==> src/rtl/mem_responder.sv <==
// Single-port memory slave driven by a microcoded controller.
// A command is accepted once in IDLE; REARM waits for an idle command so a held command runs only once.
module mem_responder #(
    parameter int DATA_W = 8,
    parameter int ADDR_W = 8,
    parameter int RD_LAT = 2
) (
    input  logic              clock,
    input  logic              resetn,
    input  logic [1:0]        mcontrol,
    input  logic [ADDR_W-1:0] addr,
    input  logic [DATA_W-1:0] wdata,
    output logic [DATA_W-1:0] rdata,
    output logic              done,
    output logic              busy,
    output logic              err
);

    localparam int CNT_W = 4;
    localparam logic [CNT_W-1:0] CNT_LOAD = CNT_W'(RD_LAT - 1);

    typedef enum logic [1:0] {IDLE, RD_WAIT, WR, REARM} state_t;

    state_t              r_state;
    state_t              w_nextState;
    logic [CNT_W-1:0]    r_cnt;
    logic [ADDR_W-1:0]   r_addr;
    logic [DATA_W-1:0]   r_wdata;
    logic [DATA_W-1:0]   r_rdata;
    logic                r_done;
    logic                r_err;
    logic [DATA_W-1:0]   r_mem [2**ADDR_W];

    logic w_acceptRd;
    logic w_acceptWr;
    logic w_rdDone;
    logic w_memWe;
    logic w_setErr;

    always_ff @(posedge clock or negedge resetn) begin
        if (!resetn) begin
            r_state <= IDLE;
        end else begin
            r_state <= w_nextState;
        end
    end

    always_comb begin
        w_nextState = r_state;
        w_acceptRd  = 1'b0;
        w_acceptWr  = 1'b0;
        w_rdDone    = 1'b0;
        w_memWe     = 1'b0;
        w_setErr    = 1'b0;
        case (r_state)
            IDLE: begin
                case (mcontrol)
                    2'b01: begin
                        w_acceptRd  = 1'b1;
                        w_nextState = RD_WAIT;
                    end
                    2'b10: begin
                        w_acceptWr  = 1'b1;
                        w_nextState = WR;
                    end
                    2'b11: begin
                        w_setErr    = 1'b1;
                        w_nextState = REARM;
                    end
                    default: ;
                endcase
            end
            RD_WAIT: begin
                if (r_cnt == '0) begin
                    w_rdDone    = 1'b1;
                    w_nextState = REARM;
                end
            end
            WR: begin
                w_memWe     = 1'b1;
                w_nextState = REARM;
            end
            REARM: begin
                if (mcontrol == 2'b00) begin
                    w_nextState = IDLE;
                end
            end
            default: w_nextState = IDLE;
        endcase
    end

    // Operands are captured only at accept, so later input changes cannot disturb an access.
    always_ff @(posedge clock or negedge resetn) begin
        if (!resetn) begin
            r_cnt   <= '0;
            r_addr  <= '0;
            r_wdata <= '0;
            r_rdata <= '0;
            r_done  <= 1'b0;
            r_err   <= 1'b0;
        end else begin
            r_done <= w_rdDone | w_memWe;
            if (w_acceptRd || w_acceptWr) begin
                r_addr <= addr;
            end
            if (w_acceptWr) begin
                r_wdata <= wdata;
            end
            if (w_acceptRd) begin
                r_cnt <= CNT_LOAD;
            end else if (r_state == RD_WAIT && r_cnt != '0) begin
                r_cnt <= r_cnt - CNT_W'(1);
            end
            if (w_rdDone) begin
                r_rdata <= r_mem[r_addr];
            end
            if (w_setErr) begin
                r_err <= 1'b1;
            end
        end
    end

    // The array has no reset so contents survive resetn.
    always_ff @(posedge clock) begin
        if (w_memWe) begin
            r_mem[r_addr] <= r_wdata;
        end
    end

    assign rdata = r_rdata;
    assign done  = r_done;
    assign busy  = (r_state == RD_WAIT) || (r_state == WR);
    assign err   = r_err;

endmodule

==> config.mk <==
export PLATFORM = sky130hd
export DESIGN_NAME = mem_responder
export DESIGN_NICKNAME = d
export VERILOG_FILES = /design/src/rtl/mem_responder.sv
export SDC_FILE = /design/constraint.sdc
export NUM_CORES = 2
export LEC_CHECK = 0
export CORE_MARGIN = 2
export CORE_UTILIZATION = 40
export DETAILED_ROUTE_END_ITERATION = 16
export GPL_ROUTABILITY_DRIVEN = 0
export PLACE_DENSITY_LB_ADDON = 0.25
export SLEW_MARGIN = 30
export SYNTH_ARGS = -nofsm -noshare
export SYNTH_HDL_FRONTEND = slang
export SYNTH_SLANG_ARGS = --single-unit
==> constraint.sdc <==
create_clock -name clock -period 4.9 [get_ports clock]
set_clock_uncertainty 0.05 [all_clocks]
set_input_delay 0.49 -clock clock [delete_from_list [all_inputs] [get_ports clock]]
set_output_delay 0.49 -clock clock [all_outputs]
set_load 0.01 [all_outputs]
; Word-level counts from Yosys, hierarchy flattened
; Memory sizes are Yosys's and may differ from the RTL's. A register that Yosys moved wholly into a read port is not among the register bits.
; Index checks and enable logic that the tools add are counted.
[op_classes]
n_addsub = 1
eq_ne = 9
mux = 17
bitwise = 1
reduce_logical = 10
[op_table]
columns = op, count
row1 = 1-bit two-way mux, 11
row2 = "2-bit equality test, second input constant", 4
row3 = 4-bit two-way mux, 2
row4 = 2-bit one-hot mux with 4 select lines, 1
row5 = 2-bit one-hot mux with 3 select lines, 1
row6 = "2-bit by 1-bit equality test with 1-bit output, second input constant", 2
row7 = 2-bit logical NOT, 2
row8 = 4-bit logical NOT, 1
row9 = 2-bit two-way mux, 2
row10 = "2-bit inequality test, second input constant", 2
row11 = "4-bit by 1-bit inequality test with 1-bit output, second input constant", 1
row12 = 4-bit nonzero test, 1
row13 = "4-bit by 1-bit subtractor with 4-bit output, second input constant", 1
row14 = 3-bit AND reduction, 1
row15 = 1-bit logical OR, 2
row16 = 2-bit nonzero test, 1
row17 = 1-bit logical AND, 1
row18 = 1-bit logical NOT, 1
row19 = 1-bit bitwise OR, 1
[totals]
reg_bits = 24
ram_bits = 2048
in_bits = 20
output_inout_bits = 11
mem_count = 1
[mem_list]
columns = memory, words, word_bits, read_ports, rd_ports_with_merged_regs, write_ports, line_no
row1 = r_mem, 256, 8, 1, 1, 1, 32  ; logic [DATA_W-1:0] r_mem [2**ADDR_W];

; Depth between registers and ports, before layout
[logic_depth]
word_depth = 4
ltp_mapped = 12

; Worst setup path after synthesis
; No wires, ideal clock.
[synth_path]
kind = register to register
from = reg r_wdata[0]
to = mem r_mem[0][0] (data pin)
arrival_time_ns = 3.179
required_time_ns = 4.047
path_slack_ns = 0.868
path_stages_with_launch = 1
path_cell_list = dfrtp_1
[synth_rtl]
columns = item, line_no
row1 = start: declaration, 28  ; logic [DATA_W-1:0] r_wdata;
row2 = start signal: assignment, 107  ; r_wdata <= wdata;
row3 = end: declaration, 32
; No word-level cell before the write port.

==> impl_metrics.toml <==
[status]
status = "finished, final reports clean"

[placed_design]
numPortBuffers = 30
detailed_place_hpwl_um = 132400

[die]
die_h_um = 454.3
rows = 165
core_area_mm2 = 0.2019
num_io_pins = 31
fp.dieW_um = 454.3
dieArea_mm2 = 0.2064
initial_core_util_pct = 40.18

[critical_path]
crit_start = "r_addr[0]"
path_buf_inv = 2
required_ns = 5.53
cp-end-kind = "flip-flop"
crit_chain = "buf_12 > buf_4 > mux4_2 > a22o_1 > a221oi_1 > o22ai_1 > o21ai_0 > a41oi_1"
crit_path_top_delay_cell = "dfrtp_4"
critPathTopFamily = "compound AO/OA/AOI/OAI gates"
r2r-start = "r_addr[0]"
critPathLaunchType = "flip-flop"
max_stage_delay_ns = 0.99
path_depth = 8
crit_arrival_ns = 5.03
worstRegToRegCells = 8
critical_path_class = "reg2reg"
crit_path_max_fanout = 32

[global_routing]
grt_pass1_vias = 39998
grt_usage_pct = 20.58
grt_pass1_wl_um = 302300
antenna_found_initial = 5
grt_max_degree = 197
gr-total-overflow = 0

[power_and_ir_drop]
powerDensity_mw_per_mm2 = 610.0
vdd_drop_max_mv = 0.4918
p_leak_uw = 0.02888

[drt]
vias = 39769
wl_um = 212400
drt-wirelength-per-cell_um = 30.92
dr.pass1.iters = 6
drtAntennaViolNets = 0
via_per_inst = 5.790
drc = 0
drtIter0Drc = 4756

[logic_synthesis]
ys_seq_area_share_pct = 76.80
synth_compound_area_share_pct = 2.329
synth.avg_cell_area_um2 = 21.70
synth_xor_area_share_pct = 0.03239
synthMuxAreaShare_pct = 16.37
synthSimpleGateAreaFrac_pct = 2.580
synth_enable_flop_cells = 2048
ys.flop_type = "edfxtp_1"
synthAdderAreaFrac_pct = 0.1542
synth.net_count = 3768
ys_types = 61
syn-cell-area_mm2 = 0.08112
ys_async_sr_fraction_pct = 1.538
yosysWarnings = 0
synth_seq_cells = 2080
synth_top_family_by_area = "multiplexers"
syn_inst = 3738

[clock_tree]
clockBufferDepth = 3
clk_pin_slew_ns = 0.06
ctsResizeCount = 0
numCtsBuffers = 209
cts_sinks = 2080
tritoncts = "done"
insertion_delay_ns = 0.85
htree_levels = 4
root_buffer = "clkbuf_16"

[layout]
final_util_pct = 45.89
areaGrowthSynthToFinish_pct = 14.22
nets = 4046
drive_above_1_share_pct = 27.74

[sta]
post-route-period-util_pct = 89.83
report.final.setup_viol = 0
finalHoldViolations = 0
relSlewSlack_pct = 29.18
layout_min_cycle_time_ns = 4.402
tns_ns = 0
worstMarginPinSlew_ns = 1.060
maxSlewViolCount = 0
timing.fmax_mhz = 227.2
rsz0062_at_grt = "no"

[flow_run]
drv_cap = 0

[hold_path]
min_from = "wdata[3]"
holdPathStages = 2
hold_path_class = "in2reg"
## sequential cells by signal, summed over array words and instances (netlist names)
signal,count
r_cnt,4
r_mem,2048
r_wdata,8
r_addr,8
rdata,8
r_state,2
done,1
err,1
## cell type report
| type | count | area (um^2) |
|---|---|---|
| Clock inverter | 137 | 1257 |
| Fill cell | 16836 | 109300 |
| Antenna cell | 1 | 2.502 |
| Multi-Input combinational cell | 1410 | 17520 |
| Clock buffer | 254 | 5461 |
| Tap cell | 2672 | 3343 |
| Sequential cell | 2080 | 62350 |
| Inverter | 13 | 48.80 |
| Timing Repair Buffer | 302 | 2674 |
## what timing repair did
action                                 in CTS  in global routing
hold buffers                                1                  0
buffers inserted                            0                  0
endpoints found under the hold margin      32                  0
## per-layer routing
| metal | track usage, % | routed length [um] | vias up |
|---|---|---|---|
| li1 | - | - | 16283 |
| met1 | 29.24 | 88670 | 21536 |
| met2 | 32.80 | 102000 | 1661 |
| met3 | 3.711 | 16070 | 287 |
| met4 | 5.639 | 5660 | 2 |
| met5 | 0 | 13 | - |
## power by group
part           switching, uW  internal (uW)  total, uW
sequential              1080          22500      23600
combinational          10800           6420      17200
clock                   6850           8860      15700
total                  18800          37800      56500
## cell usage after synthesis (all sizes together) (16+ instances only)
master,number,share of area [%]
a21oi,23,0.14
nor2,234,1.1
nand3,75,0.46
clkbuf,88,0.41
buf,147,1.3
edfxtp,2048,76
mux2,24,0.33
nor3,52,0.32
a22oi,88,0.81
nand2,47,0.22
dfrtp,32,0.99
mux2i,130,1.6
o2111ai,16,0.17
mux4,520,14
o21ai,20,0.12
## final timing paths
check	endpoint	slack, ns
min in group asynchronous	r_cnt[1]	0.25
max reg2reg	rdata[7]	0.50
min reg2reg	err	0.43
max	rdata[7]	0.50
max in group asynchronous	r_addr[1]	3.94
min	r_wdata[3]	0.21
## worst register-to-register path: stages (launching register included)
cell,delay [ns]
dfrtp_4,0.99
buf_12,0.41
buf_4,0.40
mux4_2,0.57
a22o_1,0.27
a221oi_1,0.68
o22ai_1,0.17
o21ai_0,0.50
a41oi_1,0.19
## metrics by stage
| stage | std cells | hold slack, ns | total power [uW] | setup WS [ns] | area (um^2) |
|---|---|---|---|---|---|
| 2_1_floorplan | 3738 | 0.1444 | 34470 | 0.8677 | 81120 |
| 3_3_place_gp | 6471 | 0.4027 | 41010 | 0.4846 | 85740 |
| 3_5_place_dp | 6474 | 0.4093 | 41240 | 0.7167 | 85820 |
| 4_1_cts | 6866 | 0.1495 | 56850 | 0.6868 | 92550 |
| 5_1_grt | 6868 | 0.1813 | 58410 | 0.4891 | 92650 |
| 6_report | 6869 | 0.2054 | 56520 | 0.4983 | 92660 |
## cell families (layout without fill, tap and decap cells)
family	Yosys count	after routing
muxes	674	674
adders and majority gates	10	10
AOI/OAI and AO/OA	253	253
and+or+nand+nor	470	470
other	0	1
xor gates and xnor gates	3	3
DFF	2080	2080
buffers and inverters	248	706
## cell usage in the layout, fill, tap and decap left out, types with 17 or more instances in the layout
cell and n:
edfxtp_1 2048, mux4_2 520, buf_4 246, nor2_1 211
clkbuf_16 211, mux2i_1 130, a22oi_1 88, nand3_1 72
clkinv_1 57, nor3_1 52, nand2_1 47, clkbuf_1 41
clkinv_2 35, clkdlybuf4s50_1 29, mux2_2 24, a21oi_1 23
nor2_2 22, buf_12 20, o21ai_0 18, dfrtp_1 18
bufinv_16 17
(Power assumes the default switching activity.)
